[config.mk]
export PLATFORM = sky130hd
export DESIGN_NAME = prog_loader
export DESIGN_NICKNAME = d
export VERILOG_FILES = /design/src/rtl/prog_loader.sv
export SDC_FILE = /design/constraint.sdc
export NUM_CORES = 1
export LEC_CHECK = 0
export CAP_MARGIN = 20
export CORE_ASPECT_RATIO = 1.5
export CORE_MARGIN = 5
export CORE_UTILIZATION = 52
export DETAILED_ROUTE_END_ITERATION = 16
export PLACE_DENSITY = 0.77
export SETUP_SLACK_MARGIN = 0.2
export SYNTH_ARGS = -nofsm -noshare
export SYNTH_HDL_FRONTEND = slang
export SYNTH_SLANG_ARGS = --single-unit
[constraint.sdc]
create_clock -name clock -period 2 [get_ports clock]
set_input_delay 0.3 -clock clock [delete_from_list [all_inputs] [get_ports clock]]
set_output_delay 0.3 -clock clock [all_outputs]
set_load 0.05 [all_outputs]
[src/rtl/prog_loader.sv]
// prog_loader: loads a framed byte stream (header, payload, checksum) into the
// nibble microprocessor's program memory and holds the CPU in reset while a
// load is in progress or after a failed load.
module prog_loader #(
    parameter int ADDR_W = 12,
    parameter int DATA_W = 8
) (
    input  logic              clock,
    input  logic              reset,
    input  logic              start,
    input  logic [DATA_W-1:0] in_data,
    input  logic              in_valid,
    output logic              in_ready,
    output logic              prog_we,
    output logic [ADDR_W-1:0] prog_addr,
    output logic [DATA_W-1:0] prog_data,
    output logic              cpu_hold,
    output logic              busy,
    output logic              done,
    output logic              err
);

    localparam logic [2:0] S_IDLE   = 3'd0;
    localparam logic [2:0] S_HDR_LO = 3'd1;
    localparam logic [2:0] S_HDR_HI = 3'd2;
    localparam logic [2:0] S_DATA   = 3'd3;
    localparam logic [2:0] S_CSUM   = 3'd4;
    localparam logic [2:0] S_DONE   = 3'd5;
    localparam logic [2:0] S_ERR    = 3'd6;

    localparam logic [3:0] MAGIC = 4'hA;
    localparam int         LEN_HI_W = ADDR_W - DATA_W;

    logic [2:0]        state_q, state_d;
    logic [ADDR_W-1:0] len_q, len_d;
    logic [ADDR_W-1:0] cnt_q, cnt_d;
    logic [ADDR_W-1:0] addr_q, addr_d;
    logic [DATA_W-1:0] sum_q, sum_d;
    logic              prog_we_q, prog_we_d;
    logic [ADDR_W-1:0] prog_addr_q, prog_addr_d;
    logic [DATA_W-1:0] prog_data_q, prog_data_d;

    logic              xfer;
    logic              idle_like;
    logic [ADDR_W-1:0] len_full;

    // Handshake and status decode straight from the state register.
    always_comb begin
        busy      = (state_q == S_HDR_LO) || (state_q == S_HDR_HI) ||
                    (state_q == S_DATA)   || (state_q == S_CSUM);
        in_ready  = busy;
        done      = (state_q == S_DONE);
        err       = (state_q == S_ERR);
        cpu_hold  = busy || err;
        idle_like = (state_q == S_IDLE) || done || err;
        xfer      = in_valid && in_ready;
        len_full  = {in_data[LEN_HI_W-1:0], len_q[DATA_W-1:0]};
    end

    // Next-state logic: frame parsing, payload write issue and checksum.
    // NOTE: every _d signal gets a default first so no path leaves it
    // unassigned, which would otherwise infer a latch.
    always_comb begin
        state_d     = state_q;
        len_d       = len_q;
        cnt_d       = cnt_q;
        addr_d      = addr_q;
        sum_d       = sum_q;
        prog_we_d   = 1'b0;
        prog_addr_d = prog_addr_q;
        prog_data_d = prog_data_q;

        if (idle_like) begin
            if (start) begin
                state_d = S_HDR_LO;
                sum_d   = '0;
                cnt_d   = '0;
                addr_d  = '0;
            end
        end else if (xfer) begin
            case (state_q)
                S_HDR_LO: begin
                    len_d   = {{LEN_HI_W{1'b0}}, in_data};
                    state_d = S_HDR_HI;
                end
                S_HDR_HI: begin
                    if (in_data[DATA_W-1 -: 4] != MAGIC) begin
                        state_d = S_ERR;
                    end else begin
                        len_d   = len_full;
                        state_d = (len_full == '0) ? S_CSUM : S_DATA;
                    end
                end
                S_DATA: begin
                    prog_we_d   = 1'b1;
                    prog_addr_d = addr_q;
                    prog_data_d = in_data;
                    sum_d       = sum_q + in_data;
                    addr_d      = addr_q + ADDR_W'(1);
                    cnt_d       = cnt_q + ADDR_W'(1);
                    if (cnt_d == len_q) begin
                        state_d = S_CSUM;
                    end
                end
                S_CSUM: begin
                    state_d = (in_data == sum_q) ? S_DONE : S_ERR;
                end
                default: state_d = S_IDLE;
            endcase
        end
    end

    // State and registered write-port update; reset aborts any frame.
    // NOTE: sequential state uses non-blocking assignments so every register
    // samples the pre-edge values regardless of statement order.
    always_ff @(posedge clock or negedge reset) begin
        if (!reset) begin
            state_q     <= S_IDLE;
            len_q       <= '0;
            cnt_q       <= '0;
            addr_q      <= '0;
            sum_q       <= '0;
            prog_we_q   <= 1'b0;
            prog_addr_q <= '0;
            prog_data_q <= '0;
        end else begin
            state_q     <= state_d;
            len_q       <= len_d;
            cnt_q       <= cnt_d;
            addr_q      <= addr_d;
            sum_q       <= sum_d;
            prog_we_q   <= prog_we_d;
            prog_addr_q <= prog_addr_d;
            prog_data_q <= prog_data_d;
        end
    end

    assign prog_we   = prog_we_q;
    assign prog_addr = prog_addr_q;
    assign prog_data = prog_data_q;

endmodule

==> flow_summary.yaml, run 1 <==
drt:
  wl_met1_mm: 4.20
  dr_wl_met2_mm: 6.00
  first_pass_iters: 4
  drt_iter0_drc: 288
  drc: 0
  via_per_inst: 5.65
  routed.top_layer: "met4"
  ant_nets: 0
  wl_mm: 11.0
  avgRoutedWirePerCell_um: 17.6
  vias: 3532
  wl_met3_um: 401
placement:
  post-dp-hpwl_mm: 7.21
  place_congestion: 0.924
  portBuffers: 37
  dpl_worst_slack_ns: -0.430
finish:
  layout.area.seq_um2: 1710
  fin_nets: 544
  multi_input_area_um2: 2240
  fillers: 486
  area_growth_syn_to_layout_pct: 40.6
  layout-drive-gt1-share: 0.291
  insertedDiodeCount: 0
sta:
  slew_headroom: 0.649
  rsz0062_at_grt: "yes"
  drv_slew: 0
  worst_pin_slew_ns: 0.528
  hold_violations: 0
  fin_crit_ns: 1.95
  fin_ws_ns: 0.0504
  fin_crit_sh: 0.975
  setup_violations: 0
  tns_ns: 0
  clock_skew_ns: 0.0142
  timing.fmax_ghz: 0.513
worst_setup_path:
  cp_data_arrival_time_ns: 1.65
  endpoint_kind: "primary output"
  cpPeakStageDelay_ns: 0.44
  cp_max_fo: 3
  cp_data_required_time_ns: 1.70
  path_common_cell: "buf_6"
  worstSetupPathType: "register to primary output"
  ff2ff_setup_slack_ns: 0.05
  crit_chain: "buf_6 > nor2_4 > buf_6 > xnor2_4 > or2_4 > buf_8"
  start_kind: "register"
  slowest_stage: "dfrtp_2"
clock_network:
  numCtsBuffers: 9
  cts-root-buf: "clkbuf_8"
  clock_latency_ns: 0.35
  cts_buffer_depth: 2
  clk_pin_slew_worst_paths_ns: 0.08
  clock-sinks: 68
  htreeDepth: 3
  cts_tree: "built"
die:
  core_um2: 7180
  rows: 38
  dieArea_um2: 9130
  start_util: 0.528
  pin_count: 38
  die_w_um: 79.7
  die_h_um: 115
synthesis:
  synth.most_common_cell: "nand2_1"
  syn_nets: 444
  synthFlopType: "dfrtp_1"
  syn_area_um2: 3790
  ys_seq_area_frac: 0.449
  synth-edff-count: 0
  async_flop_share: 1.00
  synthTopCellsByCount: "nand2_1, dfrtp_1, o21ai_0, nor2_1, xnor2_1"
  yosys-top-cells-area: "dfrtp_1, nand2_1, xnor2_1"
  yosys.area.top_type: "dfrtp_1"
  yosysWarnings: 0
  synth_seq_cells: 68
  yosysTopAreaCellShare: 0.449
  syn_avg_cell_area_um2: 9.00
  ys_types: 53
  synthCells: 421
power:
  swShare: 0.429
  switchingPower_mw: 3.34
  combPwrFrac: 0.571
  max-vdd-ir-drop_mv: 0.821
  p_leak_nw: 2.50
  powerDensity_nw_per_um2: 1460
  p_clk_frac: 0.151
  power.total_mw: 7.78
  pwr-share-seq: 0.278
  p_int_mw: 4.44
global_route:
  grt_start_max_net_pins: 69
  track_usage: 0.249
  grt_pass1_vias: 3700
  overflow: 0
  grt_pass1_wl_mm: 17.6
  grt_antenna_before_repair: 0
worst_hold_path:
  hp-class: "register to register"
flow_run:
  maxCapViolations: 0
status:
  outcome: "finished clean"
## cell usage in the layout, fill, tap and decap left out, types with 7 or more instances in the layout
master	Yosys	layout
a21oi_1	11	8
buf_12	0	7
buf_4	4	60
buf_6	2	10
clkbuf_8	0	12
clkdlybuf4s50_1	0	7
dfrtp_1	68	64
dlygate4sd2_1	0	23
inv_1	8	7
mux2_2	10	9
nand2_1	92	91
nand3_1	13	13
nand4_1	8	8
nor2_1	28	26
o21ai_0	32	24
xnor2_1	20	17
xor2_1	13	12
## worst max-delay path: cells and delay by family, from the launching register on
kind	cells	cell delay [ns]
XOR/XNOR	1	0.09
buffers and inverters	3	0.41
flip-flops	1	0.44
AND/OR/NAND/NOR	2	0.36
## through the flow
step,cell area (µm²),std cells,util,hold WS (ns)
floorplan,3850,421,-,0.00441
global placement,4670,589,0.651,0.346
detailed placement,4670,589,0.651,0.352
CTS,5110,618,0.712,0.469
global route,5330,625,0.742,0.499
finish,5330,625,0.742,0.469
## final timing paths
| path | endpoint | startpoint | cells past startpoint |
|---|---|---|---|
| max | cpu_hold | state_q[1] | 6 |
| min | prog_data[7] | prog_data[7] | 2 |
| max reg2reg | state_q[2] | state_q[1] | 7 |
| min reg2reg | prog_data[7] | prog_data[7] | 2 |
| max in group asynchronous | cnt_q[0] | reset | 3 |
| min in group asynchronous | sum_q[5] | reset | 3 |
## routing by layer
layer,global-route usage,vias up
li1,-,1647
met1,0.275,1762
met2,0.441,93
met3,0.0575,30
met4,0.126,0
met5,0,-
## state kept, by name (all words and copies together) (netlist names)
| register | count |
|---|---|
| prog_we | 1 |
| len_q | 12 |
| addr_q | 12 |
| state_q | 3 |
| prog_addr | 12 |
| sum_q | 8 |
| prog_data | 8 |
| cnt_q | 12 |
## power by group through the flow
| stage | Combinational, mW | Sequential, mW | Clock, mW |
|---|---|---|---|
| after detailed placement | 3.59 | 2.17 | 0 |
| after global routing | 4.72 | 2.22 | 1.27 |
| after CTS | 3.97 | 2.15 | 1.20 |
| final | 4.44 | 2.17 | 1.18 |
| after global placement | 3.49 | 2.16 | 0 |
| after floorplan | 2.03 | 2.40 | 0 |
## repair_timing
action / in CTS / in global routing
resized for setup: 54 / 32
hold buffers: 1 / 0
setup buffers: 13 / 6
setup endpoints to repair: 51 / 36
pin swaps: 21 / 24
gates cloned: 0 / 1
hold endpoints to repair: 68 / 0
## kinds of logic (layout without fill, tap and decap cells)
logic type	after synthesis	after routing	synth area share
buffers and inverters	32	136	0.0409
multiplexers	10	10	0.0297
AO/OA/AOI/OAI	78	78	0.130
adder cells (fa/ha/maj)	11	11	0.0383
flip-flops	68	68	0.449
XOR/XNOR	33	33	0.0763
AND/OR/NAND/NOR	189	189	0.236
## area by class of cell
| class | instances | share of cell area |
|---|---|---|
| Clock inverter | 1 | 0.00564 |
| Sequential cell | 68 | 0.320 |
| Timing Repair Buffer | 112 | 0.192 |
| Inverter | 9 | 0.00634 |
| Multi-Input combinational cell | 321 | 0.420 |
| Tap cell | 100 | 0.0235 |
| Clock buffer | 14 | 0.0324 |
No activity file was read; power rests on OpenSTA's default activity.
==> run 2: changes to the inputs <==
Settings changed: CORE_ASPECT_RATIO 1.5 to 0.8, CORE_MARGIN 5 to 10.
==> flow_summary.yaml, run 2 (synthesis results as in run 1) <==
status:
  outcome: "finished, violations left"
  violations: "setup timing"
placement:
  place_area_um2: 4650
  place_congestion: 0.881
  post-dp-hpwl_mm: 7.25
  portBuffers: 37
sta:
  setup_violations: 3
  hold_violations: 0
  worst_pin_slew_ns: 0.617
  fin_crit_sh: 1.08
  clock_skew_ns: 0.0108
  fin_ws_ns: -0.151
  timing.hold.ws_ns: 0.468
  drv_slew: 0
  timing.fmax_ghz: 0.465
  tns_ns: -0.352
  rsz0062_at_grt: "yes"
  fin_crit_ns: 2.15
  slew_headroom: 0.588
global_route:
  grt_antenna_before_repair: 0
  grt_pass1_wl_mm: 17.2
  track_usage: 0.194
  grt_pass1_vias: 3417
  grt_start_max_net_pins: 33
  overflow: 0
power:
  p_leak_nw: 2.43
  power.total_mw: 7.75
  max-vdd-ir-drop_mv: 0.876
  powerDensity_nw_per_um2: 1470
worst_setup_path:
  r2r-start: "cnt_q[0]"
  setup.worst_path.start: "cnt_q[0]"
  worstSetupPathType: "register to register"
  cp_data_required_time_ns: 2.21
  r2r_cells: 7
  crit_chain: "ha_4 > and3_4 > and3_4 > xnor2_1 > or3_4 > a211oi_4 > a41oi_2"
  path_common_cell: "and3_4"
  endpoint_kind: "register"
  cp_data_arrival_time_ns: 2.36
  rr_endpoint: "state_q[1]"
  cpPeakStageDelay_ns: 0.47
  start_kind: "register"
  ff2ff_setup_slack_ns: -0.15
  cp_max_fo: 7
  slowest_stage: "dfrtp_2"
finish:
  fin_area_um2: 5260
  area_growth_syn_to_layout_pct: 38.7
  final_common_cell: "nand2_1"
  fin_nets: 540
  fin_util: 0.752
  mostFrequentLayoutCells: "nand2_1, dfrtp_1, buf_4, nor2_1"
  fillers: 441
  layout-drive-gt1-share: 0.284
  insertedDiodeCount: 0
clock_network:
  clock-sinks: 68
  numCtsBuffers: 9
  htreeDepth: 3
  clk_pin_slew_worst_paths_ns: 0.07
  cts-root-buf: "clkbuf_8"
  clock_latency_ns: 0.36
  cts_buffer_depth: 2
  cts_tree: "built"
drt:
  dr_wl_met2_mm: 5.57
  wl_met1_mm: 4.76
  wl_mm: 11.7
  routed.top_layer: "met4"
  vias: 3612
  wl_met3_mm: 1.05
  via_per_inst: 5.93
  avgRoutedWirePerCell_um: 19.2
  first_pass_iters: 4
  drc: 0
  ant_nets: 0
  drt_iter0_drc: 276
flow_run:
  maxCapViolations: 0
die:
  die_w_um: 115
  die_h_um: 96.4
  start_util: 0.542
  pin_count: 38
  core_um2: 6990
  dieArea_um2: 11100
  rows: 27
worst_hold_path:
  min_from: "in_data[6]"
  hp-class: "input pin to register"
  whs_path_depth: 4
  hold_end: "prog_data[6]"
run 2: cell count changes in the layout (fill, tap and decap cells not counted), sizes merged:
cell,previous run,this run
buf,80,76
clkbuf,14,12
dlygate4sd2,23,24
clkinv,0,3
clkdlybuf4s50,7,6
run 2: worst max-delay path by stage:
| stage | endpoint | cells past startpoint |
|---|---|---|
| detailed placement | state_q[0] | 7 |
| floorplan | state_q[1] | 7 |
| finish | state_q[1] | 7 |
| CTS | state_q[1] | 7 |
| global placement | state_q[0] | 7 |
| global route | state_q[1] | 6 |
run 2: repair_timing:
item,in CTS,in global routing
endpoints found under the setup margin,60,36
hold endpoints to repair,23,0
setup buffers,7,10
hold buffers,1,0
gates cloned,0,0
gates resized for setup,52,33
pin swaps,23,22
run 2: stage by stage:
| step | instances | setup slack, ns |
|---|---|---|
| after global routing | 609 | -0.286 |
| after global placement | 575 | -0.332 |
| after floorplan | 421 | 0.142 |
| after CTS | 599 | -0.0436 |
| final | 609 | -0.151 |
| after detailed placement | 575 | -0.493 |
run 2: layer usage:
metal  up-vias  track usage
li1       1649            -
met1      1755        0.253
met2       179        0.305
met3        29       0.0566
met4         0       0.0663
met5         -            0
run 2: power breakdown:
group	leakage, nW	switching, mW	total [mW]	internal, mW
Combinational	1.44	2.50	4.43	1.93
Clock	0.100	0.535	1.14	0.609
Sequential	0.896	0.420	2.18	1.76
run 2: final cells by class:
| type | count | area (µm²) | area share |
|---|---|---|---|
| Inverter | 9 | 33.8 | 0.00643 |
| Timing Repair Buffer | 108 | 961 | 0.183 |
| Tap cell | 87 | 109 | 0.0207 |
| Sequential cell | 68 | 1710 | 0.324 |
| Clock buffer | 12 | 145 | 0.0276 |
| Multi-Input combinational cell | 321 | 2250 | 0.429 |
| Clock inverter | 4 | 48.8 | 0.00928 |
run 2: worst max-delay path, delay by kind of cell, from the launching register on:
| kind | cells | cell delay [ns] |
|---|---|---|
| xor gates and xnor gates | 1 | 0.12 |
| adders and majority gates | 1 | 0.20 |
| and+or+nand+nor | 3 | 0.70 |
| AOI/OAI and AO/OA | 2 | 0.51 |
| DFF | 1 | 0.47 |
